File: src/rtl/d_latch_pkg.sv
// Shared definitions for the d_latch_bank_pls storage bank: mode encodings,
// per-channel FSM states and the lockout-counter sizing helper.
package d_latch_pkg;

  localparam logic [1:0] MODE_TRANSP = 2'b00;
  localparam logic [1:0] MODE_EDGE   = 2'b01;
  localparam logic [1:0] MODE_TIMED  = 2'b10;
  localparam logic [1:0] MODE_FREEZE = 2'b11;

  localparam logic [0:0] ST_IDLE = 1'b0;
  localparam logic [0:0] ST_LOCK = 1'b1;

  // A lockout of one cycle still needs a one-bit counter.
  function automatic int cnt_width(input int hold);
    return (hold > 1) ? $clog2(hold) : 1;
  endfunction

endpackage

File: src/rtl/d_latch_cell.sv
// One storage channel: data register, enable edge detect, timed-hold lockout
// FSM with its down-counter, and a saturating age counter.
module d_latch_cell
  import d_latch_pkg::*;
#(
  parameter int WIDTH       = 8,
  parameter int HOLD_CYCLES = 4,
  parameter int AGE_W       = 8
) (
  input  logic             clk_in,
  input  logic             rst_in,
  input  logic [WIDTH-1:0] d_in,
  input  logic             en_in,
  input  logic             clr_in,
  input  logic [1:0]       mode_in,
  output logic [WIDTH-1:0] q_out,
  output logic             valid_out,
  output logic             busy_out,
  output logic [AGE_W-1:0] age_out
);

  localparam int                CNT_W    = cnt_width(HOLD_CYCLES);
  localparam logic [CNT_W-1:0]  CNT_LOAD = CNT_W'(HOLD_CYCLES - 1);
  localparam logic [AGE_W-1:0]  AGE_MAX  = '1;

  logic [WIDTH-1:0] r_q;
  logic             r_valid;
  logic [AGE_W-1:0] r_age;
  logic [0:0]       r_state;
  logic [CNT_W-1:0] r_cnt;
  logic             r_en_d;

  logic             w_rise;
  logic             w_capture;
  logic [0:0]       w_state_nxt;
  logic [CNT_W-1:0] w_cnt_nxt;

  assign w_rise = en_in & ~r_en_d;

  always_comb begin
    // NOTE: every output of this block gets a default first, so no path leaves it unassigned and no latch is inferred.
    w_capture   = 1'b0;
    w_state_nxt = r_state;
    w_cnt_nxt   = r_cnt;
    case (mode_in)
      MODE_TRANSP: begin
        w_capture   = en_in;
        w_state_nxt = ST_IDLE;
      end
      MODE_EDGE: begin
        w_capture   = w_rise;
        w_state_nxt = ST_IDLE;
      end
      MODE_TIMED: begin
        if (r_state == ST_IDLE) begin
          if (en_in) begin
            w_capture   = 1'b1;
            w_state_nxt = ST_LOCK;
            w_cnt_nxt   = CNT_LOAD;
          end
        end else if (r_cnt == '0) begin
          w_state_nxt = ST_IDLE;
        end else begin
          w_cnt_nxt = r_cnt - 1'b1;
        end
      end
      default: ; // FREEZE: lockout state and counter pause, nothing captures
    endcase
    if (clr_in) begin
      w_capture   = 1'b0;
      w_state_nxt = ST_IDLE;
      w_cnt_nxt   = '0;
    end
  end

  // NOTE: sequential state uses non-blocking assignments so all registers update from pre-edge values.
  always_ff @(posedge clk_in or posedge rst_in) begin
    if (rst_in) begin
      r_q     <= '0;
      r_valid <= 1'b0;
      r_age   <= '0;
      r_state <= ST_IDLE;
      r_cnt   <= '0;
      r_en_d  <= 1'b0;
    end else begin
      r_en_d  <= en_in;
      r_state <= w_state_nxt;
      r_cnt   <= w_cnt_nxt;
      if (clr_in) begin
        r_q     <= '0;
        r_valid <= 1'b0;
        r_age   <= '0;
      end else if (w_capture) begin
        r_q     <= d_in;
        r_valid <= 1'b1;
        r_age   <= '0;
      end else if (r_valid && (r_age != AGE_MAX)) begin
        r_age <= r_age + 1'b1;
      end
    end
  end

  assign q_out     = r_q;
  assign valid_out = r_valid;
  assign busy_out  = (r_state == ST_LOCK);
  assign age_out   = r_age;

endmodule

File: src/rtl/d_latch_bank_pls.sv
// Bank of CHANNELS independent storage cells under one global capture mode;
// packs per-channel data, status and age onto flat buses.
module d_latch_bank_pls
  import d_latch_pkg::*;
#(
  parameter int WIDTH       = 8,
  parameter int CHANNELS    = 4,
  parameter int HOLD_CYCLES = 4,
  parameter int AGE_W       = 8
) (
  input  logic                      clk_in,
  input  logic                      rst_in,
  input  logic [CHANNELS*WIDTH-1:0] d_in,
  input  logic [CHANNELS-1:0]       en_in,
  input  logic [CHANNELS-1:0]       clr_in,
  input  logic [1:0]                mode_in,
  output logic [CHANNELS*WIDTH-1:0] q_out,
  output logic [CHANNELS-1:0]       valid_out,
  output logic [CHANNELS-1:0]       busy_out,
  output logic [CHANNELS*AGE_W-1:0] age_out
);

  for (genvar g = 0; g < CHANNELS; g++) begin : g_cell
    d_latch_cell #(
      .WIDTH      (WIDTH),
      .HOLD_CYCLES(HOLD_CYCLES),
      .AGE_W      (AGE_W)
    ) u_cell (
      .clk_in   (clk_in),
      .rst_in   (rst_in),
      .d_in     (d_in[g*WIDTH +: WIDTH]),
      .en_in    (en_in[g]),
      .clr_in   (clr_in[g]),
      .mode_in  (mode_in),
      .q_out    (q_out[g*WIDTH +: WIDTH]),
      .valid_out(valid_out[g]),
      .busy_out (busy_out[g]),
      .age_out  (age_out[g*AGE_W +: AGE_W])
    );
  end

endmodule

File: config.mk
export PLATFORM = sky130hd
export DESIGN_NAME = d_latch_bank_pls
export DESIGN_NICKNAME = d
export VERILOG_FILES = /design/src/rtl/d_latch_pkg.sv /design/src/rtl/d_latch_cell.sv /design/src/rtl/d_latch_bank_pls.sv
export SDC_FILE = /design/constraint.sdc
export NUM_CORES = 1
export LEC_CHECK = 0
export ABC_AREA = 1
export CAP_MARGIN = 20
export CORE_MARGIN = 3
export CORE_UTILIZATION = 49
export CTS_CLUSTER_DIAMETER = 60
export CTS_CLUSTER_SIZE = 12
export DETAILED_ROUTE_END_ITERATION = 8
export HOLD_SLACK_MARGIN = 0.02
export PLACE_DENSITY = 0.89
export SETUP_SLACK_MARGIN = 0.5
export SLEW_MARGIN = 10
export SYNTH_ARGS = -nofsm -noshare
export SYNTH_HDL_FRONTEND = slang
export SYNTH_SLANG_ARGS = --single-unit
File: constraint.sdc
create_clock -name clk_in -period 4.2 [get_ports clk_in]
set_input_delay 1.05 -clock clk_in [delete_from_list [all_inputs] [get_ports clk_in]]
set_output_delay 1.05 -clock clk_in [all_outputs]
set_load 0.005 [all_outputs]
* Yosys cells after proc, flatten, opt, wreduce, memory -nomap -nowiden
Index checks and enable logic that the tools add are counted.
** Storage, ports and cells
- Register bits after elaboration :: 84
- Output and inout port bits :: 72
- Logic and storage cells :: 164
** Cells by class
- Add/sub/neg operators :: 8
- Equal/unequal tests :: 10
- Multiplexer cells :: 80
- Bitwise logic cells :: 8
- Reductions and logical operators :: 34
** Operator list (number)
- 8-bit 2-to-1 mux :: 20
- 2-bit 2-to-1 mux :: 20
- 3-bit nonzero test :: 12
- 8-bit by 1-bit adder with 8-bit output, second input constant :: 4
- 1-bit 2-to-1 mux :: 32
- 8-bit inequality test, second input constant :: 4
- 2-bit nonzero test :: 8
- 3-bit inequality test, second input constant :: 4
- 1-bit case mux with 3 select lines :: 4
- 3-bit AND reduction :: 4
- 2-bit zero test :: 5
- 1-bit case mux with 2 select lines :: 4
- 2-bit by 1-bit subtractor with 2-bit output, second input constant :: 4
- 1-bit AND :: 4
- 1-bit logical AND :: 4
- 1-bit inverter :: 4
- 2-bit by 1-bit == test with 1-bit output, second input constant :: 1
- 2-bit == test, second input constant :: 1
- 2-bit OR reduction :: 1

* Logic depth before layout (Yosys ltp)
- Depth in word-level cells :: 6
- Depth in mapped cells :: 10
- Mapped depth without buffers :: 10

* By module
A second synthesis with hierarchy kept.
** Unflattened totals
- Cells, all modules :: 554
- Area total of the unflattened synthesis :: 4347.9 µm²
** By module, submodules not included
- d_latch_cell at g_cell[0].u_cell ... :: instances 3, cells each 138, area an instance 1084.8 µm², sequential area each 525.5 µm²
- d_latch_cell at g_cell[3].u_cell :: instances 1, cells each 140, area an instance 1093.5 µm², sequential area each 525.5 µm²

* Worst setup path before layout
No wires, ideal clock.
- Kind :: input -> register
- Start :: input port mode_in[0]
- End :: register g_cell[3].u_cell.r_q[6]
- Setup time :: 0.117 ns
- Arrival :: 1.803 ns
- Data required time :: 4.083 ns
- Slack :: 2.280 ns
- Stages on the path :: 8
- Buffers on the path :: 2
- Cell sequence :: buf_6 > nor2_8 > nand3_2 > nand2_4 > nor2_4 > buf_6 > nand2_1 > nand2_1
** Between the ends
- Word-level cells in the longest chain between the ends :: 4
- Elaborated cells on any way between the ends :: 6
- Classes of those cells :: 2 x eq/ne; 2 x mux; 2 x reduce/logical
** RTL lines
- from (decl) :: line d_latch_bank_pls.sv:16 : input logic [1:0] mode_in,
- 2-bit == test (tied with other cells) :: line d_latch_cell.sv:45 : case (mode_in)
- 1-bit case mux with 3 select lines (*) :: line d_latch_cell.sv:45
- 1-bit 2-to-1 mux (*) :: line d_latch_cell.sv:69 : if (clr_in) begin
- 2-bit nonzero test (no line) (*)
- to (signal assigned) :: line d_latch_cell.sv:94 : r_q <= d_in;
- to (decl) :: line d_latch_cell.sv:26 : logic [WIDTH-1:0] r_q;
Every way passes the cells marked *; elsewhere a longest branch is shown, timed or not.
A chain may end at the register's enable or synchronous reset.

* Worst setup path after layout
- Start :: register g_cell[3].u_cell.r_valid
- End :: output port valid_out[3]
** RTL lines
- from (decl) :: line d_latch_cell.sv:27 : logic r_valid;
- from (signal assigned) :: line d_latch_cell.sv:80 : r_valid <= 1'b0;
- from (signal assigned) :: line d_latch_cell.sv:91 : r_valid <= 1'b0;
- from (signal assigned) :: line d_latch_cell.sv:95 : r_valid <= 1'b1;
- to (decl) :: line d_latch_bank_pls.sv:18 : output logic [CHANNELS-1:0] valid_out,
No word-level cell between the ends.

==> impl_metrics.csv <==
group,metric,value,unit
outcome,outcome,"complete, no violations",
finish,layout_commonest_cell,"nand2_1",
routing,finalWirelength,9500,um
clock_tree,cts_hold_repair.buffers,0,
floorplan,boundaryPins,116,
grt,total_gr_overflow,0,
yosys,syn_nets,565,
finish,footprint_of_the_multi_input_gates,0.00181,mm^2
pwr,power_leakage,2.69,nW
pwr,sequentialPowerShare,49.6,%
pwr,power.switching_fraction,25.4,%
worst_setup_path,worst_path_max_delay_cell,"clkdlybuf4s50_1",
yosys,yosysWarningCount,0,
grt,pin_count_of_the_biggest_net_entering_global_routing,44,
clock_tree,clkSlewWorstSetupHoldPaths,0.08,ns
floorplan,fp.dieArea,0.00984,mm^2
pwr,power.clock.fraction,35.3,%
routing,postRouteAntennaNets,0,
routing,drt_first_pass_iters,4,
floorplan,floorplan.initialDensity,51.0,%
worst_setup_path,critPathMaxFanout,9,
yosys,synth-seq-cells,84,
pwr,peakVddDrop,0.175,mV
timing,actual_slew_at_the_worst_max_slew_pin,0.756,ns
finish,layout.area.seq,0.00210,mm^2
finish,area_delta_synth_final,32.8,%
worst_setup_path,critPathLaunchType,"register",
routing,drt-initial-drc-count,110,
clock_tree,numCtsBuffers,9,
place,place_congestion,0.858,
worst_setup_path,timing.critical_path.slowest_cell_delay,0.57,ns
yosys,synth.avg_cell_area,8.30,um^2
pwr,power_density,313,mW/mm^2
place,hpwl,6920,um
timing,clock_skew,0.00790,ns
finish,fin_area,0.00565,mm^2
finish,finish.net_count,677,
clock_tree,max-clock-path-buffers,2,
worst_setup_path,timing.critical_path.cells,"clkdlybuf4s50_1",
timing,final-setup-viol-count,0,
timing,slew_headroom,49.6,%
worst_setup_path,path_delay_family,"buffers and inverters",
clock_tree,worst_skew_pair_later_pin_latency,0.34,ns
place,port_buf_inserts,115,
pwr,comb_power_share,15.0,%
yosys,yosysSeqAreaShare,49.4,%
floorplan,die_width,99.2,um
worst_setup_path,crit_path_end_kind,"output pin",
timing,hold_violations,0,
timing,tns,0,ns
finish,filler_cell_count,667,
grt,grt_pass1_vias,3738,
clock_tree,cts_sinks,84,
clock_tree,ctsHtreeMaxLevel,3,
yosys,syn-instance-count,513,
routing,via_count,3693,
routing,detail_route.drc_violations,0,
finish,drive_gt1_share,8.73,%
grt,grt_usage,20.3,%
clock_tree,setup_buffers_after_cts,0,
worst_setup_path,required_arrival_time_at_the_worst_endpoint,3.15,ns
worst_setup_path,r2r_cells,8,
clock_tree,cts_root_buf,"clkbuf_8",
floorplan,core_box_area,0.00834,mm^2
place,dpl_cell_area,0.00543,mm^2
run,maximum_capacitance_violations,0,
min_path,holdPathStages,2,
timing,finalMaxSlewViolations,0,
worst_setup_path,crit_type,"reg -> out",
routing,avgRoutedWirePerCell,12.9,um
worst_setup_path,cp.arrival,1.43,ns
clock_tree,post_cts_resized,0,
grt,initial_antenna_violation_count,0,
timing,rsz0062_at_grt,"no",
timing,highest_attainable_clock_frequency,403,MHz
routing,drt-vias-per-instance,5.02,
timing,final_period_minus_worst_setup_slack,2.48,ns
floorplan,std_cell_rows,33,
worst_setup_path,crit_cells,1,
finish,layout.cells.most_common_list,"166 x nand2_1, 115 x clkdlybuf4s50_1, 84 x dfrtp_1",
yosys,synth.cell_area,0.00426,mm^2
timing,layout_worst_path_cycle_share,59.0,%
pwr,power.internal,1.32,mW
pwr,netSwitchingPower,0.450,mW
floorplan,fp.dieH,99.2,um
min_path,timing.hold.worst.class,"reg -> reg",
yosys,yosys.cell_types.count,32,
worst_setup_path,critical_path_buffers_and_inverters,1,
finish,antenna_diode_count,0,
clock_tree,cts_tree,"yes",
grt,grt_pass1_wl,16400,um
==> worst paths after layout <==
kind	startpoint	slack [ns]	to
hold / removal	g_cell[0].u_cell.q_out[6]$_DFFE_PP0P_	0.48	g_cell[0].u_cell.q_out[6]$_DFFE_PP0P_
setup / recovery	g_cell[3].u_cell.valid_out$_DFFE_PP0P_	1.72	valid_out[3]
hold reg to reg	g_cell[0].u_cell.q_out[6]$_DFFE_PP0P_	0.48	g_cell[0].u_cell.q_out[6]$_DFFE_PP0P_
min in group asynchronous	rst_in	1.14	g_cell[3].u_cell.age_out[1]$_DFFE_PP0P_
setup reg to reg	g_cell[0].u_cell.age_out[0]$_DFFE_PP0P_	2.63	g_cell[0].u_cell.age_out[1]$_DFFE_PP0P_
max in group asynchronous	rst_in	2.39	g_cell[1].u_cell.busy_out$_DFFE_PP0P_
==> synthesized netlist by cell type <==
library cell  instances  area share (%)
inv_2                 5            0.44
buf_6                 4             1.1
o21ai_0              24             2.8
nor3b_1               2            0.35
o22ai_1               1            0.15
nand3b_1              1            0.18
nand3_2               4            0.94
nand4_2               2            0.59
nand2_1             166              15
ha_1                  8             2.4
o21bai_1              4            0.71
o21ai_1               3            0.35
nor2_4                2            0.53
nand2_4               4             1.1
or2_2                 1            0.15
nor2_1               46             4.1
clkbuf_1              2            0.18
a21oi_4               1            0.38
nor2_8                5             2.4
dfrtp_1              84              49
xor2_1                3            0.62
inv_1                54             4.8
nor3_1                5            0.59
nand3_1              30             3.5
o31ai_1               2            0.35
buf_8                 1            0.35
nand2_2               9             1.3
o211ai_1              4            0.71
nand4_1              10             1.5
buf_4                 8             1.4
nor2_2                4            0.59
a21oi_1              14             1.6
==> through the flow <==
| stage | utilization (%) | setup WS, ns | hold WS (ns) | std cells | total power [mW] |
|---|---|---|---|---|---|
| floorplan | - | 0.985 | 0.465 | 513 | 1.03 |
| global placement | 65.1 | 1.51 | 0.462 | 719 | 1.15 |
| detailed placement | 65.1 | 1.46 | 0.468 | 719 | 1.16 |
| CTS | 67.8 | 1.73 | 0.486 | 735 | 1.79 |
| global route | 67.8 | 1.64 | 0.510 | 735 | 1.85 |
| finish | 67.8 | 1.72 | 0.482 | 735 | 1.77 |
==> power groups by stage <==
stage / sequential [mW] / combinational [mW] / clock [mW]
CTS: 0.878 / 0.270 / 0.638
floorplan: 0.890 / 0.136 / 0
global route: 0.884 / 0.297 / 0.670
finish: 0.878 / 0.266 / 0.626
detailed placement: 0.893 / 0.268 / 0
global placement: 0.893 / 0.259 / 0
==> metal layers <==
metal	GRT usage [%]	vias to the layer above	share of wire (%)
met4	7.98	0	2.0
li1	-	1847	-
met1	25.6	1703	43
met5	0	-	0
met3	4.84	23	5.6
met2	33.8	120	50
==> logic make-up after synthesis <==
family	synth area share, %
xor+xnor	0.617
buf+inv	8.20
flops	49.4
simple gates	32.3
fa+ha+maj	2.35
compound gates	7.11
==> registers in the layout, indices dropped and copies added (netlist names) <==
signal                   count
g_cell.u_cell.busy_out       4
g_cell.u_cell.r_en_d         4
g_cell.u_cell.r_cnt          8
g_cell.u_cell.age_out       32
g_cell.u_cell.valid_out      4
g_cell.u_cell.q_out         32
==> layout make-up <==
type / count / share of cell area [%]
Sequential cell: 84 / 37.2
Multi-Input combinational cell: 355 / 31.9
Timing Repair Buffer: 116 / 20.7
Inverter: 59 / 3.94
Clock buffer: 13 / 3.16
Tap cell: 105 / 2.32
Clock inverter: 3 / 0.752
Note: power is estimated with default switching activity, not from simulation.
